`src/rtl/ser_stream_pkg.sv`:
```
// Shared types and helpers for the parametrised bit-serial stream transmitter.
package ser_stream_pkg;

  localparam int unsigned DefaultDataW = 16;

  typedef enum logic {StIdle, StShift} state_e;

  // A zero length field encodes a full-width word.
  function automatic int unsigned len_decode(input int unsigned mod, input int unsigned data_w);
    return (mod == 0) ? data_w : mod;
  endfunction

endpackage

```
`src/rtl/ser_shift_core.sv`:
```
// Shift register plus down counter; emits one bit per cycle, MSB- or LSB-first.
module ser_shift_core
  import ser_stream_pkg::*;
#(
  parameter int unsigned DATA_W = DefaultDataW,
  parameter int unsigned MOD_W  = $clog2(DATA_W)
) (
  input  logic              clk_i,
  input  logic              srst_i,
  input  logic              load_i,
  input  logic [DATA_W-1:0] word_i,
  input  logic [MOD_W-1:0]  len_mod_i,
  input  logic              msb_first_i,
  output logic              bit_o,
  output logic              valid_o,
  output logic              last_o
);

  state_e              state_q;
  logic [DATA_W-1:0]   sreg_q;
  logic [MOD_W-1:0]    cnt_q;
  logic                msb_q;

  // len_mod of 0 (full width) wraps to DATA_W-1, which is the right start count.
  always_ff @(posedge clk_i or posedge srst_i) begin
    if (srst_i) begin
      state_q <= StIdle;
      sreg_q  <= '0;
      cnt_q   <= '0;
      msb_q   <= 1'b0;
    end else if (load_i) begin
      state_q <= StShift;
      sreg_q  <= word_i;
      cnt_q   <= len_mod_i - MOD_W'(1);
      msb_q   <= msb_first_i;
    end else if (state_q == StShift) begin
      if (cnt_q == '0) begin
        state_q <= StIdle;
      end else begin
        cnt_q  <= cnt_q - MOD_W'(1);
        sreg_q <= msb_q ? {sreg_q[DATA_W-2:0], 1'b0} : {1'b0, sreg_q[DATA_W-1:1]};
      end
    end
  end

  assign valid_o = (state_q == StShift);
  assign last_o  = valid_o && (cnt_q == '0);
  assign bit_o   = valid_o && (msb_q ? sreg_q[DATA_W-1] : sreg_q[0]);

endmodule

```
`src/rtl/ser_stream_tx.sv`:
```
// Ready/valid word input to bit-serial output with a one-word pending buffer and short-word drop.
module ser_stream_tx
  import ser_stream_pkg::*;
#(
  parameter int unsigned DATA_W  = DefaultDataW,
  parameter int unsigned MIN_LEN = 3,
  parameter int unsigned MOD_W   = $clog2(DATA_W)
) (
  input  logic              clk_i,
  input  logic              srst_i,
  input  logic [DATA_W-1:0] data_i,
  input  logic [MOD_W-1:0]  data_mod_i,
  input  logic              msb_first_i,
  input  logic              data_val_i,
  output logic              ready_o,
  output logic              ser_data_o,
  output logic              ser_data_val_o,
  output logic              busy_o,
  output logic              drop_o
);

  logic [DATA_W-1:0] pend_word_q;
  logic [MOD_W-1:0]  pend_mod_q;
  logic              pend_msb_q;
  logic              pend_full_q, pend_full_d;
  logic              busy_q, busy_d;
  logic              drop_q;

  logic              core_bit, core_valid, core_last;
  logic              core_load;
  logic [DATA_W-1:0] core_word;
  logic [MOD_W-1:0]  core_mod;
  logic              core_msb;

  logic              accept, too_short, core_free;
  logic              pend_load, pend_clear;
  int unsigned       in_len;

  always_comb begin
    in_len     = len_decode(32'(data_mod_i), DATA_W);
    accept     = data_val_i && !pend_full_q;
    too_short  = in_len < MIN_LEN;
    core_free  = !core_valid || core_last;
    core_load  = 1'b0;
    core_word  = data_i;
    core_mod   = data_mod_i;
    core_msb   = msb_first_i;
    pend_load  = 1'b0;
    pend_clear = 1'b0;
    if (pend_full_q && core_last) begin
      core_load  = 1'b1;
      core_word  = pend_word_q;
      core_mod   = pend_mod_q;
      core_msb   = pend_msb_q;
      pend_clear = 1'b1;
    end else if (accept && !too_short) begin
      if (core_free) begin
        core_load = 1'b1;
      end else begin
        pend_load = 1'b1;
      end
    end
    pend_full_d = pend_load || (pend_full_q && !pend_clear);
    busy_d      = core_load || (core_valid && !core_last) || pend_full_d;
  end

  always_ff @(posedge clk_i or posedge srst_i) begin
    if (srst_i) begin
      pend_word_q <= '0;
      pend_mod_q  <= '0;
      pend_msb_q  <= 1'b0;
      pend_full_q <= 1'b0;
      busy_q      <= 1'b0;
      drop_q      <= 1'b0;
    end else begin
      if (pend_load) begin
        pend_word_q <= data_i;
        pend_mod_q  <= data_mod_i;
        pend_msb_q  <= msb_first_i;
      end
      pend_full_q <= pend_full_d;
      busy_q      <= busy_d;
      drop_q      <= accept && too_short;
    end
  end

  ser_shift_core #(
    .DATA_W (DATA_W),
    .MOD_W  (MOD_W)
  ) u_core (
    .clk_i       (clk_i),
    .srst_i      (srst_i),
    .load_i      (core_load),
    .word_i      (core_word),
    .len_mod_i   (core_mod),
    .msb_first_i (core_msb),
    .bit_o       (core_bit),
    .valid_o     (core_valid),
    .last_o      (core_last)
  );

  assign ready_o        = !pend_full_q;
  assign ser_data_o     = core_bit;
  assign ser_data_val_o = core_valid;
  assign busy_o         = busy_q;
  assign drop_o         = drop_q;

endmodule
```
`config.mk`:
```
export PLATFORM = sky130hd
export DESIGN_NAME = ser_stream_tx
export DESIGN_NICKNAME = d
export VERILOG_FILES = /design/src/rtl/ser_stream_pkg.sv /design/src/rtl/ser_shift_core.sv /design/src/rtl/ser_stream_tx.sv
export SDC_FILE = /design/constraint.sdc
export NUM_CORES = 1
export LEC_CHECK = 0
export CAP_MARGIN = 20
export CORE_MARGIN = 1.5
export CORE_UTILIZATION = 55
export DETAILED_ROUTE_END_ITERATION = 7
export DONT_BUFFER_PORTS = 1
export HOLD_SLACK_MARGIN = 0.02
export PLACE_DENSITY = 0.7
export SETUP_SLACK_MARGIN = 0.15
export SYNTH_ARGS = -nofsm -noshare
export SYNTH_HDL_FRONTEND = slang
export SYNTH_SLANG_ARGS = --single-unit
```
`constraint.sdc`:
```
create_clock -name clk_i -period 2.4 [get_ports clk_i]
set_input_delay 0.48 -clock clk_i [delete_from_list [all_inputs] [get_ports clk_i]]
set_output_delay 0.48 -clock clk_i [all_outputs]
set_load 0.1 [all_outputs]
```
# --- After elaboration in Yosys (flattened, before gate mapping) ---
# Index checks and enable logic that the tools add are counted.
totals:
  output_inout_bits: 5
  mem_bits_ro: 0
  wordCells: 57
  regBits: 46
  in_bits: 24
  latchBits: 0
  ramBits: 0
  mem_count: 0
classes:
  bitwise_logic: 0
  addsub: 2
  mul: 0
  n_lt_le_gt_ge: 1
  reduce_logical: 21
  n_eq_ne: 1
  shifts: 0
  n_mux: 22
  div: 0
ops:
  columns: ["operator", "count"]
  rows:
  - ["16-bit two-way mux", 5]
  - ["4-bit two-way mux", 4]
  - ["1-bit two-way mux", 12]
  - ["1-bit logical AND", 8]
  - ["4-bit zero test", 2]
  - ["4-bit by 1-bit subtractor with 4-bit output (second input constant)", 2]
  - ["1-bit zero test", 5]
  - ["5-bit by 2-bit < comparator with 1-bit output (second input constant)", 1]
  - ["5-bit two-way mux", 1]
  - ["1-bit logical OR", 4]
  - ["2-bit != test (second input constant)", 1]
  - ["2-bit AND reduction", 1]
  - ["2-bit nonzero test", 1]

# --- Logic depth before layout (Yosys ltp) ---
depth:
  ltp_word: 9
  depth_mapped: 8
  depth_no_buf: 7

# --- Cells and area by module ---
# A second synthesis with hierarchy kept.
hier_totals:
  hier_cells: 212
  area_unflattened_um2: 2508.7
modules_own_cells:
  columns: ["mod", "cells_each", "area_per_inst_um2", "n_inst", "seq_area_each_um2"]
  rows:
  - ["ser_shift_core", 120, 1296.2, 1, 550.5]
  - ["ser_stream_tx", 92, 1212.4, 1, 600.6]

# --- Worst setup path after synthesis ---
# Ideal clock, no wire load.
synth_timing:
  kind: "reg-to-output"
  startpoint: "register u_core.state_q (netlist: u_core.valid_o)"
  endpoint: "output ser_data_o"
  path_stages_with_launch: 2
  arrival_ns: 2.461
  setup_slack_ns: -0.541
  n_path_buf: 0
  required_ns: 1.920
  cell_sequence: "dfrtp_1 > nor2b_1"
synth_between:
  elab_chain_len: 1
synth_rtl:
  columns: ["element", "line", "source"]
  rows:
  - ["start, declared", "ser_shift_core.sv:19", "state_e state_q;"]
  - ["start signal, assigned", "ser_shift_core.sv:27", "state_q <= StIdle;"]
  - ["start signal, assigned", "ser_shift_core.sv:32", "state_q <= StShift;"]
  - ["start signal, assigned", "ser_shift_core.sv:38", "state_q <= StIdle;"]
  - ["1-bit logical AND", "ser_shift_core.sv:48", "assign bit_o = valid_o && (msb_q ? sreg_q[DATA_W-1] : sreg_q[0]);"]
  - ["end, declared", "ser_stream_tx.sv:16", "output logic ser_data_o,"]
# No other way between the ends.

# --- Final worst setup path ---
layout_timing:
  startpoint: "register u_core.cnt_q[3]"
  endpoint: "register u_core.cnt_q[2]"
layout_between:
  elab_chain_len: 8
  word_cells_on_any_way: 13
  cone_classes: "add/sub: 1; eq/ne: 1; mux: 5; reduce/logical: 6"
layout_rtl:
  columns: ["element", "line", "source"]
  rows:
  - ["start, declared", "ser_shift_core.sv:21", "logic [MOD_W-1:0] cnt_q;"]
  - ["start signal, assigned", "ser_shift_core.sv:34", "cnt_q <= len_mod_i - MOD_W'(1);"]
  - ["start signal, assigned", "ser_shift_core.sv:40", "cnt_q <= cnt_q - MOD_W'(1);"]
  - ["4-bit zero test *", "ser_shift_core.sv:37, ser_shift_core.sv:47", null]
  - ["branches (longest 7 deep; another with 4-bit by 1-bit subtractor with 4-bit output)", null, null]
# Every way passes the cells marked *.
# A chain may end at the register's enable or synchronous reset.

==> impl_metrics.json <==
{
  "port_buffers": 0,
  "grt_usage_pct": 24.9,
  "synth_cells": 218,
  "crit_slowest_cell": "o41a_4",
  "drt-initial-drc-count": 159,
  "num_rows": 23,
  "power_density_nw_per_um2": 1520,
  "drv_slew": 0,
  "async_flop_share_pct": 100,
  "grt_pass1_wl_mm": 8.62,
  "finalSetupTns_ns": 0,
  "cp.required_ns": 2.58,
  "crit_path_max_incr_delay_ns": 0.57,
  "syn_nets": 243,
  "dieArea_sq_um": 4740,
  "p_leak_nw": 1.12,
  "synthTopCellsByCount": "dfrtp_1 (46), mux2_2 (21), mux2i_1 (17)",
  "dr.pass1.iters": 4,
  "critPathLaunchType": "flop",
  "clock_latency_ns": 0.30,
  "fillers": 324,
  "critPathArrivalTime_ns": 2.30,
  "gp_congestion": 0.821,
  "grt_pass1_vias": 1778,
  "r2r_slack_ns": 0.28,
  "worstRegToRegCells": 7,
  "final-seq-area_sq_um": 1150,
  "die_h_um": 68.8,
  "dp_hpwl_mm": 3.62,
  "yosys-top-cells-area": "dfrtp_1 (48%), mux2_2 (9.9%), mux2i_1 (7.1%)",
  "ant_nets": 0,
  "final_cell_area_sq_um": 2630,
  "maxSlewHeadroom_pct": 37.9,
  "grt_max_degree": 47,
  "rr_startpoint": "u_core.cnt_q[3]",
  "tightest_slew_ns": 0.930,
  "synth_most_common_cell": "dfrtp_1",
  "vias_per_cell": 6.23,
  "vdd_drop_max_v": 0.000695,
  "synth_cell_types": 43,
  "maxCapViolCount": 0,
  "synth_top_area_cell": "dfrtp_1",
  "drc_errors": 0,
  "synth_top_area_share_pct": 48.3,
  "placed_cell_area_sq_um": 2520,
  "crit_path_end_kind": "flop",
  "cts.sinks": 46,
  "antennaDiodeCount": 0,
  "synth-seq-area-share_pct": 48.3,
  "hold_violations": 0,
  "fmaxAchievable_ghz": 0.471,
  "syn_avg_cell_area_sq_um": 10.9,
  "cts_htree_levels": 2,
  "cts_tree": "done",
  "ctsRootBufferMaster": "clkbuf_8",
  "ys_seq_elements": 46,
  "setup_violations": 0,
  "max-clock-path-buffers": 2,
  "drive_above_1_share_pct": 25.5,
  "core_area_sq_um": 4090,
  "fin_crit_ns": 2.12,
  "pin_count": 29,
  "ys.flop_type": "dfrtp_1",
  "initial_core_util_pct": 58.3,
  "cp_max_fo": 7,
  "vias": 1752,
  "cts_buffers": 5,
  "crit_chain": "o41a_4, a211oi_4, buf_4, o221a_2, ha_1, xor2_1, o21ai_0",
  "wl_per_cell_um": 18.6,
  "syn_to_final_growth_pct": 10.4,
  "yosys_warnings": 0,
  "synth_edf_count": 0,
  "die_w_um": 68.8,
  "postCtsHoldBufs": 0,
  "cts_setup_buffers": 0,
  "crit_type": "flop to flop",
  "status": "finished clean",
  "min_period_over_period_pct": 88.4,
  "skew_ns": 0.00924,
  "multi_input_area_sq_um": 1140,
  "r2r-end": "u_core.cnt_q[2]",
  "antenna_found_initial": 0,
  "holdCritPathClass": "input port to asynchronous set/reset pin",
  "syn_area_sq_um": 2380,
  "totalWireLength_mm": 5.24,
  "overflow": 0,
  "startpoint": "u_core.cnt_q[3]",
  "nets": 255,
  "clkSlewWorstSetupHoldPaths_ns": 0.09,
  "rsz0062_at_grt": "false"
}
-- routing by layer --
metal  GRT usage, %  up-vias  part of all wire [%]
li1               -      820                     -
met1           32.6      875                    43
met2           41.5       49                    50
met3           5.52        8                   6.2
met4           7.11        0                   1.1
met5              0        -                     0
-- cell type report --
class / instances / area share [%]
clock inverters: 2 / 0.523
multi-input cells: 152 / 43.5
well taps: 50 / 2.38
inverters: 7 / 1.09
clock buffers: 6 / 2.76
repair buffers: 18 / 5.90
flip-flops and latches: 46 / 43.8
-- repair_timing --
item / in CTS / in global routing
endpoints found under the hold margin: 0 / 0
setup endpoints to repair: 0 / 3
resized for setup: 0 / 2
-- worst max-delay path, delay by kind of cell, from the launching register on --
kind,cells,cell delay [ns]
XOR/XNOR,1,0.13
flip-flops,1,0.44
AO/OA/AOI/OAI,4,1.08
buffers and inverters,1,0.20
adder cells (fa/ha/maj),1,0.15
-- sequential cells by signal, indices dropped and copies added (netlist names) --
signal	cells
u_core.sreg_q	16
drop_o	1
u_core.cnt_q	4
u_core.msb_q	1
busy_o	1
pend_word_q	16
u_core.valid_o	1
pend_mod_q	4
pend_full_q	1
pend_msb_q	1
-- metrics by stage --
stage | cells | utilization (%) | worst slack [ns] | total power, mW | hold WS, ns
6_report | 281 | 64.4 | 0.279 | 4.00 | 0.261
2_1_floorplan | 218 | - | 0.210 | 3.03 | 0.446
5_1_grt | 281 | 64.4 | 0.191 | 4.28 | 0.313
3_5_place_dp | 272 | 61.7 | 0.110 | 3.50 | 0.483
3_3_place_gp | 272 | 61.7 | 0.141 | 3.39 | 0.459
4_1_cts | 280 | 63.8 | 0.245 | 3.98 | 0.308
-- power breakdown --
part	total [mW]	internal [mW]	switching [mW]
Clock	0.473	0.206	0.267
Sequential	1.48	1.18	0.307
Combinational	2.04	0.944	1.10
Total	4.00	2.33	1.67
-- layout by cell type, fill, tap and decap left out, types with 2 or more instances in the layout --
cell | Yosys | final
clkbuf_8 | 0 | 5
mux2_2 | 21 | 21
o221a_2 | 2 | 2
nand3_1 | 10 | 10
o21ai_1 | 3 | 3
a221o_1 | 6 | 6
nor2b_1 | 4 | 3
xor2_1 | 2 | 2
inv_1 | 6 | 5
nor3_1 | 2 | 2
nand2b_1 | 2 | 2
o21ai_0 | 10 | 10
a21oi_1 | 13 | 13
buf_4 | 1 | 16
a221oi_2 | 1 | 2
mux2i_1 | 17 | 17
o211ai_1 | 7 | 7
o21a_1 | 7 | 7
dfrtp_1 | 46 | 45
nand2_1 | 16 | 16
nor2_1 | 12 | 11
-- worst max-delay path by stage --
stage                            endpoint  slack (ns)  depth (start not counted)
after global placement     pend_word_q[8]        0.14                          5
after detailed placement   pend_word_q[1]        0.11                          5
after floorplan           pend_word_q[10]        0.21                          5
after global routing      u_core.cnt_q[2]        0.19                          7
final                     u_core.cnt_q[2]        0.28                          7
after CTS                  pend_word_q[1]        0.24                          4
-- kinds of logic (layout without fill, tap and decap cells) --
kind of cell	Yosys count	in the layout	synth area share [%]
adder cells (fa/ha/maj)	1	1	0.525
buffers and inverters	20	33	4.31
AND/OR/NAND/NOR	51	51	10.2
XOR/XNOR	3	3	1.10
AO/OA/AOI/OAI	59	59	18.5
multiplexers	38	38	17.1
flip-flops	46	46	48.3
Note: power is estimated with default switching activity, not from simulation.
